**config.mk**
```make
export PLATFORM = sky130hd
export DESIGN_NAME = ni_wb_arbiter
export DESIGN_NICKNAME = d
export VERILOG_FILES = /design/src/rtl/ni_wb_arbiter.sv
export SDC_FILE = /design/constraint.sdc
export NUM_CORES = 1
export LEC_CHECK = 0
export BUFFER_PORTS_ARGS = -buffer_cell sky130_fd_sc_hd__buf_2
export CORE_AREA = 4 4 120 122
export DETAILED_ROUTE_END_ITERATION = 10
export DIE_AREA = 0 0 124 126
export GPL_ROUTABILITY_DRIVEN = 0
export PLACE_DENSITY = 0.52
export SETUP_SLACK_MARGIN = 0.3
export SYNTH_ARGS = -nofsm -noshare
export SYNTH_HDL_FRONTEND = slang
export SYNTH_SLANG_ARGS = --single-unit
```
**constraint.sdc**
```tcl
create_clock -name clk -period 1.1 [get_ports clk]
set_input_delay 0.22 -clock clk [delete_from_list [all_inputs] [get_ports clk]]
set_output_delay 0.22 -clock clk [all_outputs]
set_load 0.01 [all_outputs]
```
**src/rtl/ni_wb_arbiter.sv**
```systemverilog
// Two-master round-robin Wishbone arbiter in front of a single network-interface slave.
// Optional watchdog abort is enabled by defining NI_ARB_WATCHDOG_EN.
module ni_wb_arbiter #(
    parameter int unsigned TIMEOUT_CYCLES = 1024
) (
    input  logic        clk,
    input  logic        rst_n,
    input  logic        m0_cyc_i,
    input  logic        m0_stb_i,
    input  logic        m0_we_i,
    input  logic [31:0] m0_adr_i,
    input  logic [31:0] m0_dat_i,
    input  logic [3:0]  m0_sel_i,
    output logic        m0_ack_o,
    output logic        m0_err_o,
    output logic [31:0] m0_dat_o,
    input  logic        m1_cyc_i,
    input  logic        m1_stb_i,
    input  logic        m1_we_i,
    input  logic [31:0] m1_adr_i,
    input  logic [31:0] m1_dat_i,
    input  logic [3:0]  m1_sel_i,
    output logic        m1_ack_o,
    output logic        m1_err_o,
    output logic [31:0] m1_dat_o,
    output logic        s_cyc_o,
    output logic        s_stb_o,
    output logic        s_we_o,
    output logic [31:0] s_adr_o,
    output logic [31:0] s_dat_o,
    output logic [3:0]  s_sel_o,
    input  logic        s_ack_i,
    input  logic [31:0] s_dat_i
);

    typedef enum logic [1:0] {
        IDLE = 2'd0,
        BUSY = 2'd1,
        GAP  = 2'd2
    } state_t;

    state_t state_q, state_d;
    logic   grant_q, grant_d;
    logic   last_grant_q, last_grant_d;

    logic req0, req1;
    logic timeout;

    assign req0 = m0_cyc_i & m0_stb_i;
    assign req1 = m1_cyc_i & m1_stb_i;

    // Granted master's request, selected by the latched grant.
    logic        g_cyc, g_stb, g_we;
    logic [31:0] g_adr, g_dat;
    logic [3:0]  g_sel;

    always_comb begin
        g_cyc = grant_q ? m1_cyc_i : m0_cyc_i;
        g_stb = grant_q ? m1_stb_i : m0_stb_i;
        g_we  = grant_q ? m1_we_i  : m0_we_i;
        g_adr = grant_q ? m1_adr_i : m0_adr_i;
        g_dat = grant_q ? m1_dat_i : m0_dat_i;
        g_sel = grant_q ? m1_sel_i : m0_sel_i;
    end

`ifdef NI_ARB_WATCHDOG_EN
    localparam logic [15:0] TMO = 16'(TIMEOUT_CYCLES);

    logic [15:0] wdt_q, wdt_d;

    // Cleared on the grant edge, so it counts stalled BUSY cycles since grant.
    always_comb begin
        wdt_d = wdt_q;
        if (state_q == IDLE && (req0 || req1)) begin
            wdt_d = 16'd0;
        end else if (state_q == BUSY && !s_ack_i) begin
            wdt_d = wdt_q + 16'd1;
        end
    end

    always_ff @(posedge clk) begin
        if (!rst_n) begin
            wdt_q <= 16'd0;
        end else begin
            wdt_q <= wdt_d;
        end
    end

    assign timeout = (state_q == BUSY) && !s_ack_i && (wdt_q == TMO);
`else
    logic unused_cfg;
    assign unused_cfg = ^(32'(TIMEOUT_CYCLES));
    assign timeout    = 1'b0;
`endif

    always_comb begin
        state_d      = state_q;
        grant_d      = grant_q;
        last_grant_d = last_grant_q;
        s_cyc_o      = 1'b0;
        s_stb_o      = 1'b0;
        s_we_o       = 1'b0;
        s_adr_o      = 32'd0;
        s_dat_o      = 32'd0;
        s_sel_o      = 4'd0;
        m0_ack_o     = 1'b0;
        m0_err_o     = 1'b0;
        m0_dat_o     = 32'd0;
        m1_ack_o     = 1'b0;
        m1_err_o     = 1'b0;
        m1_dat_o     = 32'd0;

        case (state_q)
            IDLE: begin
                if (req0 || req1) begin
                    // On contention the master that was not served last wins.
                    grant_d = (req0 && req1) ? ~last_grant_q : req1;
                    state_d = BUSY;
                end
            end
            BUSY: begin
                s_cyc_o = g_cyc;
                s_stb_o = g_stb;
                s_we_o  = g_we;
                s_adr_o = g_adr;
                s_dat_o = g_dat;
                s_sel_o = g_sel;
                if (grant_q) begin
                    m1_ack_o = s_ack_i;
                    m1_dat_o = s_dat_i;
                    m1_err_o = timeout;
                end else begin
                    m0_ack_o = s_ack_i;
                    m0_dat_o = s_dat_i;
                    m0_err_o = timeout;
                end
                if (s_ack_i || timeout) begin
                    last_grant_d = grant_q;
                    state_d      = GAP;
                end else if (!g_cyc) begin
                    state_d = GAP;
                end
            end
            GAP: begin
                state_d = IDLE;
            end
            default: begin
                state_d = IDLE;
            end
        endcase
    end

    always_ff @(posedge clk) begin
        if (!rst_n) begin
            state_q      <= IDLE;
            grant_q      <= 1'b0;
            last_grant_q <= 1'b1;
        end else begin
            state_q      <= state_d;
            grant_q      <= grant_d;
            last_grant_q <= last_grant_d;
        end
    end

endmodule

```
# --- Word level (Yosys, flattened, before mapping) ---
# Cells that the tools add are included.
op_classes:
  div: 0
  n_shift: 0
  multipliers: 0
  n_eq_ne: 3
  reduce_logical: 6
  mux: 25
  add_sub_neg: 0
  n_bitwise: 3
  magnitude_cmp: 0
op_table:
  columns: ["op", "count"]
  rows:
  - ["$mux W32", 8]
  - ["$mux W1", 11]
  - ["$mux W4", 2]
  - ["$mux W2", 3]
  - ["$reduce_and A2 Y1", 3]
  - ["$pmux W2 S2", 1]
  - ["$ne A3 B3 Y1 const B", 1]
  - ["$and A1 B1 Y1", 2]
  - ["$eq A2 B1 Y1 const B", 1]
  - ["$logic_not A2 Y1", 1]
  - ["$ne A2 B2 Y1 const B", 1]
  - ["$logic_and A1 B1 Y1", 1]
  - ["$logic_or A1 B1 Y1", 1]
  - ["$not A1 Y1", 1]
word_totals:
  latchBits: 0
  mem_bits_rw: 0
  wordCells: 40
  mem_count: 0
  in_bits: 177
  mem_bits_ro: 0
  reg_bits: 4
  output_inout_bits: 139

# --- Depth between registers and ports, before layout ---
logic_depth:
  depth_word: 4
  depth_mapped: 5
  depth_no_buf: 3

# --- Worst setup path after synthesis ---
# OpenSTA, ideal clock, no wires.
synth_timing:
  path_kind: "flip-flop to output port"
  from: "reg grant_q"
  to: "out m0_dat_o[0]"
  required_ns: 0.880
  stages_incl_launch_ff: 5
  path_slack_ns: -0.141
  arrival_ns: 1.021
  path_buffers: 2
  path_cell_list: "dfxtp_1 buf_4 nor3b_4 clkbuf_2 and2_1"
synth_between:
  elab_chain_len: 2
synth_rtl:
  columns: ["element", "line", "source"]
  rows:
  - ["start, declared", "43", "logic grant_q, grant_d;"]
  - ["start signal, assigned", "160", "grant_q <= grant_d;"]
  - ["$mux W32", "128", "if (grant_q) begin"]
  - ["$mux W32", "113", "case (state_q)"]
  - ["end, declared", "16", "output logic [31:0] m0_dat_o,"]
# No other way between the ends.

# --- Final worst setup path ---
layout_timing:
  from: "reg grant_q"
  to: "out m0_dat_o[31]"
# Same word-level chain as after synthesis.

==> metrics.txt <==
Worst setup EP type=primary output; synthesized area=0.00181 sq mm; # rows=42; highest-delay cell along the critical path=dfxtp_4; Critical Path Start=grant_q; number of H-tree levels=1; Netlist cell types=24; I/O pin count=316; root buf cell=clkbuf_16; initial DRC count=42; vias in the first global route=2994; FF-to-FF setup slack=-150 ps; status=finished, violations left; Antenna Nets Post-Route=0; Die W=124 um; Max Cap Violations=0; Synthesis Warnings=0; wire length per cell=13.6 um; Seq/Total Area, Yosys=4.44%; failing checks=negative setup slack; peak supply drop=0.000455 V; core area=0.0132 sq mm; Pwr Density=624 mW/mm^2; Synth area leader=mux2i_1; Mean Syn Cell Area=7.05 sq um; Die Ht=126 um; clock net sink count=4; Period minus WS final=1600 ps; top post-synthesis cells by area=mux2i_1 (39%), nor2_1 (15%), and2_1 (11%); Comb pwr share=72.0%; Period Utilization, post-route=145%; largest stage delay on the critical path=400 ps; initial antenna violation count=0; Layout Nets=752; RR Endpoint=last_grant_q; # port buffers=313; CTS Buf Count=3; CP startpoint kind=flip-flop; pre-CTS WS=-297 ps; Post-Synthesis Cells=256; Final setup viols=140; Setup crit end=m0_dat_o[31]; HPWL Detailed=8250 um; Congestion Overflow GR=0; Tot Pwr=2750 uW; worst path cell trace=nor3b_4 > buf_6 > buf_16 > and2_1 > buf_2; routed via count=3021; switching part of the total power=37.0%; FILL cells=1424; Pleak=0.00242 uW; R2R Path Start=grant_q; pin count of the biggest net entering global routing=42; top-area cell type share of the netlist area=39.4%; Ant. Diodes=0; RSZ-0062 raised after global routing=true; Slew Viols, Final=0; CTS tree=built; count of final hold-check violations=0; critical path data required time=880 ps; Layout Skew=0.436 ps; highest clock rate=0.626 GHz; Clk Latency, worst-skew pair=220 ps; die area=0.0156 sq mm; setup ws final=-498 ps; Post-route DRC=0; R2R cell count=6; vias per cell=4.03; Psw=1020 uW; Clock power frac=21.3%; Initial DRT Pass Iterations=4; crit path DAT=1380 ps; fin cells=750; CTS clk-pin slew, worst paths=30 ps; synthesized flop and latch total=4; total track usage=11.6%; share of cells above drive strength 1=72.8%; clk buf depth=2; Area Overhead vs Synth=144%; overall routed net length=10200 um; Int Pwr=1730 uW; Sequential Power Share=6.7%; Initial Util=13.7%; Cells after DPL=734; utilization after layout=33.4%; CP max FO=13; WS Path Type=flip-flop to primary output; Hold Path Class=input pin to flip-flop; first-pass GRT wire length=14600 um; hold_buf cts=0
-- worst max-delay path: cells and delay by family, from the launching register on --
family,cells,cell delay [ps]
buf+inv,3,400
flops,1,400
simple gates,2,350
-- through the flow --
step                      hold WS, ps  TNS, ps  cell area (sq um)
after detailed placement          463   -26700               3810
after floorplan                   296   -12820               2080
final                             227   -59340               4400
after global routing              229   -68960               4400
after global placement            461   -26880               3810
after CTS                         225   -60630               4320
-- metal layers --
metal	track usage, %	vias to the layer above	part of all wire [%]
li1	-	1502	-
met1	11.8	1328	34
met2	23.7	187	55
met3	3.05	4	11
met4	0.773	0	0.30
met5	0	-	0
-- logic make-up (layout without fill, tap and decap cells) --
| kind of cell | after synthesis | after routing | share of synthesized area (%) |
|---|---|---|---|
| AND/OR/NAND/NOR | 145 | 145 | 41.4 |
| buffers and inverters | 28 | 345 | 11.9 |
| flip-flops | 4 | 4 | 4.44 |
| AO/OA/AOI/OAI | 7 | 7 | 2.70 |
| other | 1 | 2 | 0.208 |
| multiplexers | 71 | 71 | 39.4 |
-- power groups by stage --
stage	Combinational (uW)	Clock [uW]	Sequential, uW
2_1_floorplan	1010	0	172
3_3_place_gp	1710	0	183
3_5_place_dp	1710	0	183
4_1_cts	1980	602	185
5_1_grt	2150	623	186
6_report	1980	586	184
-- synthesized netlist by cell type (all sizes together) --
cell type	instances
nor2	72
mux2i	71
and2	33
and3	33
buf	19
clkbuf	9
dfxtp	4
o21ai	2
a21boi	1
a21oi	1
a221oi	1
conb	1
nand2	1
nand2b	1
nand3	1
nand4	1
nor2b	1
nor3b	1
nor4bb	1
o211a	1
o31ai	1
-- registers in the layout, indices dropped and copies added (netlist names) --
register / flops
last_grant_q: 1
grant_q: 1
state_q: 2
-- area by class of cell --
type,instances,area (sq um),share of cell area [%]
timing repair buffer,341,2240,50.9
sequential,4,91.3,2.07
clock buffer,4,78.8,1.79
tap,176,220,5.00
multi-input combinational,225,1770,40.2
-- placed cells by master (no fill, tap or decap), types with 4 or more instances in the layout --
| cell | instances |
|---|---|
| buf_16 | 5 |
| nor2_2 | 16 |
| buf_4 | 9 |
| and3_4 | 11 |
| buf_12 | 7 |
| and2_4 | 31 |
| buf_2 | 275 |
| and3_1 | 22 |
| nor2_1 | 53 |
| clkbuf_16 | 4 |
| buf_6 | 44 |
| mux2i_1 | 66 |
-- how the worst min path moves through the flow --
stage,depth (start not counted),from,to
6_report,2,rst_n,last_grant_q
5_1_grt,2,rst_n,last_grant_q
2_1_floorplan,1,rst_n,last_grant_q
3_3_place_gp,2,rst_n,last_grant_q
3_5_place_dp,2,rst_n,last_grant_q
4_1_cts,2,rst_n,last_grant_q
-- repair_timing --
item,CTS,global route
buffers inserted,6,1
cloned,4,1
pin swaps,5,0
setup endpoints to repair,141,141
resized for setup,53,10
Power figures use the tool's default switching activity.
